File: src/rtl/mem_port_arb_pkg.sv
`default_nettype none
// +----------------------------------------------------------------------------+
// | mem_port_arb_pkg : shared widths, owner encoding and request/tag types      |
// | Rev 1.0                                                                     |
// +----------------------------------------------------------------------------+
package mem_port_arb_pkg;

    localparam int SIZE_ADDR   = 8;
    localparam int SIZE_DATA   = 16;
    localparam int SIZE_STARVE = 4;
    localparam int NUM_PORTS   = 2;

    localparam logic OWN_P = 1'b0;
    localparam logic OWN_A = 1'b1;

    typedef struct packed {
        logic                 we;
        logic [SIZE_ADDR-1:0] addr;
        logic [SIZE_DATA-1:0] wdata;
    } mem_req_t;

    typedef struct packed {
        logic valid;
        logic is_aux;
    } own_tag_t;

endpackage
`default_nettype wire

File: src/rtl/mem_port_arb_ch.sv
`default_nettype none
// +----------------------------------------------------------------------------+
// | mem_port_arb_ch : per-bank grant, starvation counter, read-owner tag        |
// | Rev 1.0                                                                     |
// +----------------------------------------------------------------------------+
module mem_port_arb_ch
    import mem_port_arb_pkg::*;
#(
    parameter int P_STARVE_MAX = 4
) (
    input  logic                 iw_clk,
    input  logic                 iw_rst_n,
    input  logic                 iw_p_req,
    input  mem_req_t             iw_p_cmd,
    input  logic                 iw_a_req,
    input  mem_req_t             iw_a_cmd,
    output logic                 ow_p_gnt,
    output logic                 ow_a_gnt,
    output logic                 ow_forced,
    output logic                 ow_mem_en,
    output logic                 ow_mem_we,
    output logic [SIZE_ADDR-1:0] ow_mem_addr,
    output logic [SIZE_DATA-1:0] ow_mem_wdata,
    output own_tag_t             ow_tag
);

    localparam logic [SIZE_STARVE-1:0] C_STARVE_MAX = SIZE_STARVE'(P_STARVE_MAX);

    logic [SIZE_STARVE-1:0] r_cnt;
    own_tag_t               r_tag;
    logic                   w_both;
    logic                   w_forced;
    logic                   w_p_gnt;
    logic                   w_a_gnt;
    mem_req_t               w_sel;

    // Outputs are gated by reset so the bank stays quiet while rst_n is low.
    always_comb begin
        w_both   = iw_rst_n & iw_p_req & iw_a_req;
        w_forced = w_both & (r_cnt == C_STARVE_MAX);
        w_p_gnt  = iw_rst_n & iw_p_req & ~w_forced;
        w_a_gnt  = iw_rst_n & iw_a_req & (~iw_p_req | w_forced);
        w_sel    = '0;
        if (w_a_gnt) begin
            w_sel = iw_a_cmd;
        end else if (w_p_gnt) begin
            w_sel = iw_p_cmd;
        end
    end

    assign ow_p_gnt     = w_p_gnt;
    assign ow_a_gnt     = w_a_gnt;
    assign ow_forced    = w_forced;
    assign ow_mem_en    = w_p_gnt | w_a_gnt;
    assign ow_mem_we    = w_sel.we;
    assign ow_mem_addr  = w_sel.addr;
    assign ow_mem_wdata = w_sel.wdata;
    assign ow_tag       = r_tag;

    always_ff @(posedge iw_clk or negedge iw_rst_n) begin
        if (!iw_rst_n) begin
            r_cnt <= '0;
            r_tag <= '0;
        end else begin
            // A non-forced conflict implies r_cnt < max, so the count saturates at max.
            if (w_both && !w_forced) begin
                r_cnt <= r_cnt + 1'b1;
            end else begin
                r_cnt <= '0;
            end
            r_tag.valid  <= (w_p_gnt | w_a_gnt) & ~w_sel.we;
            r_tag.is_aux <= w_a_gnt ? OWN_A : OWN_P;
        end
    end

endmodule
`default_nettype wire

File: src/rtl/mem_port_arb.sv
`default_nettype none
// +----------------------------------------------------------------------------+
// | mem_port_arb : two-bank arbiter between pipeline (P) and aux (A) requesters |
// | Rev 1.0                                                                     |
// +----------------------------------------------------------------------------+
module mem_port_arb
    import mem_port_arb_pkg::*;
#(
    parameter int P_STARVE_MAX = 4
) (
    input  logic                 iw_clk,
    input  logic                 iw_rst_n,
    input  logic                 iw_p_req,
    input  logic                 iw_p_mp,
    input  logic                 iw_p_we,
    input  logic [SIZE_ADDR-1:0] iw_p_addr,
    input  logic [SIZE_DATA-1:0] iw_p_wdata,
    output logic                 ow_p_stall,
    output logic                 ow_p_rvalid,
    output logic [SIZE_DATA-1:0] ow_p_rdata,
    input  logic                 iw_a_valid,
    output logic                 ow_a_ready,
    input  logic                 iw_a_mp,
    input  logic                 iw_a_we,
    input  logic [SIZE_ADDR-1:0] iw_a_addr,
    input  logic [SIZE_DATA-1:0] iw_a_wdata,
    output logic                 ow_a_rvalid,
    output logic [SIZE_DATA-1:0] ow_a_rdata,
    output logic                 ow_mem_en    [0:NUM_PORTS-1],
    output logic                 ow_mem_we    [0:NUM_PORTS-1],
    output logic [SIZE_ADDR-1:0] ow_mem_addr  [0:NUM_PORTS-1],
    output logic [SIZE_DATA-1:0] ow_mem_wdata [0:NUM_PORTS-1],
    input  logic [SIZE_DATA-1:0] iw_mem_rdata [0:NUM_PORTS-1]
);

    mem_req_t               w_p_cmd;
    mem_req_t               w_a_cmd;
    logic [NUM_PORTS-1:0]   w_p_hit;
    logic [NUM_PORTS-1:0]   w_a_hit;
    logic [NUM_PORTS-1:0]   w_p_gnt;
    logic [NUM_PORTS-1:0]   w_a_gnt;
    logic [NUM_PORTS-1:0]   w_forced;
    own_tag_t               w_tag [0:NUM_PORTS-1];

    assign w_p_cmd = '{we: iw_p_we, addr: iw_p_addr, wdata: iw_p_wdata};
    assign w_a_cmd = '{we: iw_a_we, addr: iw_a_addr, wdata: iw_a_wdata};

    genvar gi;
    generate
        for (gi = 0; gi < NUM_PORTS; gi++) begin : g_port
            assign w_p_hit[gi] = iw_p_req   & (iw_p_mp == 1'(gi));
            assign w_a_hit[gi] = iw_a_valid & (iw_a_mp == 1'(gi));

            mem_port_arb_ch #(
                .P_STARVE_MAX (P_STARVE_MAX)
            ) u_ch (
                .iw_clk       (iw_clk),
                .iw_rst_n     (iw_rst_n),
                .iw_p_req     (w_p_hit[gi]),
                .iw_p_cmd     (w_p_cmd),
                .iw_a_req     (w_a_hit[gi]),
                .iw_a_cmd     (w_a_cmd),
                .ow_p_gnt     (w_p_gnt[gi]),
                .ow_a_gnt     (w_a_gnt[gi]),
                .ow_forced    (w_forced[gi]),
                .ow_mem_en    (ow_mem_en[gi]),
                .ow_mem_we    (ow_mem_we[gi]),
                .ow_mem_addr  (ow_mem_addr[gi]),
                .ow_mem_wdata (ow_mem_wdata[gi]),
                .ow_tag       (w_tag[gi])
            );
        end
    endgenerate

    assign ow_p_stall = |w_forced;
    assign ow_a_ready = |w_a_gnt;

    // At most one port carries each owner tag, so a priority scan is a plain mux.
    always_comb begin
        ow_p_rvalid = 1'b0;
        ow_p_rdata  = '0;
        ow_a_rvalid = 1'b0;
        ow_a_rdata  = '0;
        for (int k = 0; k < NUM_PORTS; k++) begin
            if (w_tag[k].valid && (w_tag[k].is_aux == OWN_P)) begin
                ow_p_rvalid = 1'b1;
                ow_p_rdata  = iw_mem_rdata[k];
            end
            if (w_tag[k].valid && (w_tag[k].is_aux == OWN_A)) begin
                ow_a_rvalid = 1'b1;
                ow_a_rdata  = iw_mem_rdata[k];
            end
        end
    end

endmodule
`default_nettype wire

File: config.mk
export PLATFORM = sky130hd
export DESIGN_NAME = mem_port_arb
export DESIGN_NICKNAME = d
export VERILOG_FILES = /design/src/rtl/mem_port_arb_pkg.sv /design/src/rtl/mem_port_arb_ch.sv /design/src/rtl/mem_port_arb.sv
export SDC_FILE = /design/constraint.sdc
export NUM_CORES = 1
export LEC_CHECK = 0
export ABC_CLOCK_PERIOD_IN_PS = 4520
export CAP_MARGIN = 10
export CORE_MARGIN = 1
export CORE_UTILIZATION = 30
export DETAILED_ROUTE_END_ITERATION = 8
export PLACE_DENSITY_LB_ADDON = 0.2
export REMOVE_ABC_BUFFERS = 1
export SETUP_SLACK_MARGIN = 0.4
export SYNTH_ARGS = -nofsm -noshare
export SYNTH_HDL_FRONTEND = slang
export SYNTH_SLANG_ARGS = --single-unit
export TNS_END_PERCENT = 30
File: constraint.sdc
create_clock -name iw_clk -period 4.52 [get_ports iw_clk]
set_clock_uncertainty 0.05 [all_clocks]
set_input_delay 0.678 -clock iw_clk [delete_from_list [all_inputs] [get_ports iw_clk]]
set_output_delay 0.678 -clock iw_clk [all_outputs]
set_load 0.02 [all_outputs]
# Yosys cells after proc, flatten, opt, wreduce, memory -nomap -nowiden
# Index checks and enable logic that the tools add are counted.
totals:
  reg_bits: 12
  inputBits: 88
  output_inout_bits: 88
  elab_cells: 68
op_classes:
  n_addsub: 2
  eq_ne: 2
  mux: 16
  bitwise_logic: 32
  reduce_logical: 10
op_table:
  columns: ["operator", "count"]
  rows:
  - ["two-way mux 25 bit", 4]
  - ["two-way mux 16 bit", 4]
  - ["AND 1 bit", 18]
  - ["inverter 1 bit", 10]
  - ["adder 4 x 1 -> 4 bit, second input constant", 2]
  - ["== test 4 x 3 -> 1 bit, second input constant", 2]
  - ["two-way mux 4 bit", 2]
  - ["logical AND 1 bit", 6]
  - ["two-way mux 1 bit", 6]
  - ["OR 1 bit", 4]
  - ["OR reduction 2 bit", 2]
  - ["logical NOT 1 bit", 2]

# Logic depth before layout (Yosys ltp)
logic_depth:
  depth_word: 11
  ltp_mapped: 7

# By module
# Synthesis repeated with hierarchy kept, for this count alone.
unflattened:
  hier_cells: 226
  area_unflattened_um2: 1846.8
modules_own_cells:
  columns: ["module", "instances", "cells_per_inst", "area_per_inst_um2"]
  rows:
  - ["mem_port_arb_ch", 2, 59, 565.5]
  - ["mem_port_arb", 1, 108, 715.7]

# Least setup slack after synthesis
# No wires, ideal clock.
synth_timing:
  path_kind: "input-to-output"
  startpoint: "input port iw_a_mp"
  endpoint: "output port ow_mem_addr[8] (netlist name)"
  arrival_time_ns: 1.639
  path_slack_ns: 2.153
  stages: 5
  path_buffers: 2
  path_cell_list: "nand3b_2 -> a31oi_1 -> buf_4 -> buf_6 -> a22o_1"
synth_rtl:
  columns: ["element", "line", "rtl"]
  rows:
  - ["from (decl)", "mem_port_arb.sv:23", "input logic iw_a_mp,"]
  - ["to (decl)", "mem_port_arb.sv:31", "output logic [SIZE_ADDR-1:0] ow_mem_addr [0:NUM_PORTS-1],"]

==> summary.md <==
| Metric | Value |
|---|---|
| Outcome | `finished, final reports clean` |
| Int Power | `0.000334 W` |
| WP data required | `3790 ps` |
| Synth Area per Inst | `9.01 sq um` |
| Critical path, cell by cell | `clkdlybuf4s50_1, nand3b_1, o21ba_2, a22o_1, clkdlybuf4s50_1` |
| CTS buffer count | `3` |
| Storage cell area | `300 sq um` |
| Comb pwr share | `53.3%` |
| Final WL | `6.28 mm` |
| Htree depth | `1` |
| Area of the multi-input gates | `1080 sq um` |
| Setup_tns | `0 ps` |
| Switching share of total power | `30.8%` |
| Final hold violation count | `0` |
| Drt pass-1 iters | `4` |
| Area after DPL | `3280 sq um` |
| Relative slew slack | `56.8%` |
| Worst-path clk slew | `50 ps` |
| Yosys cell types | `28` |
| Core footprint | `4850 sq um` |
| Layout cell share with drive strength beyond 1 | `5.37%` |
| Post-DP HPWL | `5.03 mm` |
| GR Overflow Total | `0` |
| Die Area | `5460 sq um` |
| Share of flip-flops with an asynchronous set or reset | `100%` |
| Number of global-route vias before repair | `2100` |
| CTS tree | `built` |
| Routed Antenna Nets | `0` |
| First-pass GRT wire length | `9.39 mm` |
| # DRC | `0` |
| Startpoint Class | `primary input` |
| Unrepaired setup endpoints after global routing | `false` |
| Vias | `2129` |
| Final Max Slew Viols | `0` |
| Clk_lat worst skew | `240 ps` |
| WL/cell | `15.6 um` |
| Clock Tree Buf Depth | `2` |
| Tcrit/Tclk final | `81.1%` |
| Number of enable flip-flop cells after synthesis | `0` |
| Worst path max stage delay | `650 ps` |
| Die width | `73.9 um` |
| Sequential share of the synthesized area | `19.4%` |
| # IOs | `176` |
| Diodes inserted | `0` |
| Crit Path Category | `primary input to primary output` |
| Sink Count | `12` |
| Yosys Warn Count | `0` |
| Maximum clock frequency | `273 MHz` |
| Post-route cell area | `3340 sq um` |
| Gpl congestion | `0.734` |
| Area Growth Syn to Fin | `115%` |
| PwrDens | `144 nW/um^2` |
| Row count | `25` |
| Vias/cell | `5.30` |
| Initial antenna violation count | `0` |
| Fill count | `396` |
| Worst min-delay path class | `flop to flop` |
| Leakage power | `1.30 nW` |
| CTS Root Cell | `clkbuf_8` |
| Die height | `73.9 um` |
| CP endpoint kind | `primary output` |
| Ys flop type | `dfrtp_1` |
| Commonest non-fill, non-tap cells in the layout | `175 x clkdlybuf4s50_1, 84 x a22o_1, 12 x dfrtp_1, 9 x inv_1, 8 x nor3_1` |
| Most common cell after layout, fill and taps aside | `clkdlybuf4s50_1` |
| Slowest stage cell, crit path | `clkdlybuf4s50_1` |
| Post-Synthesis Cells | `172` |
| Pin count of the biggest net entering global routing | `30` |
| Seq pwr share | `22.8%` |
| Crit path time final | `3670 ps` |
| Net switching power | `0.000149 W` |
| Cells after DPL | `398` |
| DRT iter0 DRCs | `27` |
| Syn Std Cell Area | `1550 sq um` |
| Final setup violation count | `0` |
| Initial Utilization | `32.0%` |
| Port-buffer cells | `175` |
| Worst slew pin tran | `647 ps` |
| Crit path max fanout | `26` |
| Crit-path most repeated cell | `clkdlybuf4s50_1` |
| Overall routing resource usage | `22.3%` |
| Max Cap Viol | `0` |
| # nets final | `428` |
| Finished Layout Cells | `402` |
| Seq cells post-synth | `12` |
| Setup Fix Bufs, Post-CTS | `0` |
| Clk pwr share | `23.9%` |
| Max VDD drop | `0.0735 mV` |
| CP Data Arrival Time | `2940 ps` |
==> per-layer routing <==
metal / up-vias / GRT usage, % / routed length, um / share of wire [%]
met4: 0 / 8.97 / 119 / 1.9
met5: - / 0 / 0 / 0
li1: 1026 / - / - / -
met2: 108 / 46.1 / 3430 / 55
met3: 8 / 6.04 / 633 / 10
met1: 987 / 19.9 / 2090 / 33
==> power by group through the flow <==
stage / Sequential (W) / Clock [W] / Combinational, W
floorplan: 0.000112 / 0 / 0.0000913
global placement: 0.000112 / 0 / 0.000255
detailed placement: 0.000112 / 0 / 0.000258
CTS: 0.000110 / 0.000118 / 0.000258
global route: 0.000110 / 0.000123 / 0.000272
finish: 0.000110 / 0.000115 / 0.000257
==> sequential cells by signal, summed over array words and instances (netlist names) <==
name and flops:
g_port.u_ch.ow_tag 4, g_port.u_ch.r_cnt 8
==> logic make-up (layout without fill, tap and decap cells) <==
| family | count (synthesis) | count (layout) | synth area share (%) |
|---|---|---|---|
| buffers and inverters | 30 | 193 | 11.9 |
| AOI/OAI and AO/OA | 89 | 89 | 50.3 |
| and+or+nand+nor | 33 | 33 | 12.9 |
| adders and majority gates | 4 | 4 | 3.23 |
| xor gates and xnor gates | 4 | 4 | 2.26 |
| DFF | 12 | 12 | 19.4 |
==> metrics by stage <==
stage	hold WS [ps]	utilization, %	worst slack [ps]	total power [W]
2_1_floorplan	332	-	1320	0.000203
3_3_place_gp	440	67.7	535	0.000367
3_5_place_dp	447	67.7	553	0.000370
4_1_cts	454	68.9	543	0.000487
5_1_grt	473	68.9	721	0.000505
6_report	447	68.9	854	0.000482
==> synthesized netlist by cell type, types with 3 or more instances <==
library cell,n,area (sq um)
a22o_1,84,736
buf_2,7,35.0
buf_4,7,52.6
buf_6,5,56.3
dfrtp_1,12,300
ha_1,4,50.1
inv_1,9,33.8
nand2b_1,5,31.3
nand3_1,7,35.0
nand3b_1,3,22.5
nor3_1,8,40.0
==> path summary, 6_finish.rpt <==
| kind | cells past startpoint | from | to | slack [ps] |
|---|---|---|---|---|
| worst max-delay path | 5 | iw_p_mp | ow_mem_wdata[29] | 850 |
| worst min-delay path | 1 | g_port[1].u_ch.r_cnt[0] | g_port[1].u_ch.r_cnt[0] | 450 |
| worst max register to register | 5 | g_port[0].u_ch.r_cnt[0] | g_port[0].u_ch.ow_tag[1] | 2860 |
| worst min register to register | 1 | g_port[1].u_ch.r_cnt[0] | g_port[1].u_ch.r_cnt[0] | 450 |
| max in group asynchronous | 2 | iw_rst_n | g_port[0].u_ch.ow_tag[0] | 3500 |
| min in group asynchronous | 2 | iw_rst_n | g_port[1].u_ch.r_cnt[3] | 740 |
==> layout make-up <==
type                       count  area share [%]
inverter                       9            1.01
clock buffer                   4            1.65
tap                           67            2.51
timing repair buffer         180            53.6
multi-input combinational    130            32.3
sequential                    12            8.99
==> repair_timing <==
item | 4_1_cts | 5_1_grt
setup endpoints to repair | 0 | 1
gates resized for setup | 0 | 1
hold endpoints to repair | 0 | 0
hold buffers | 0 | 0
==> worst max-delay path: cells and delay by family <==
family / cells / cell delay [ps]
buffers and inverters: 2 / 1180
AOI/OAI and AO/OA: 2 / 850
and+or+nand+nor: 1 / 230
Note: power is estimated with default switching activity, not from simulation.
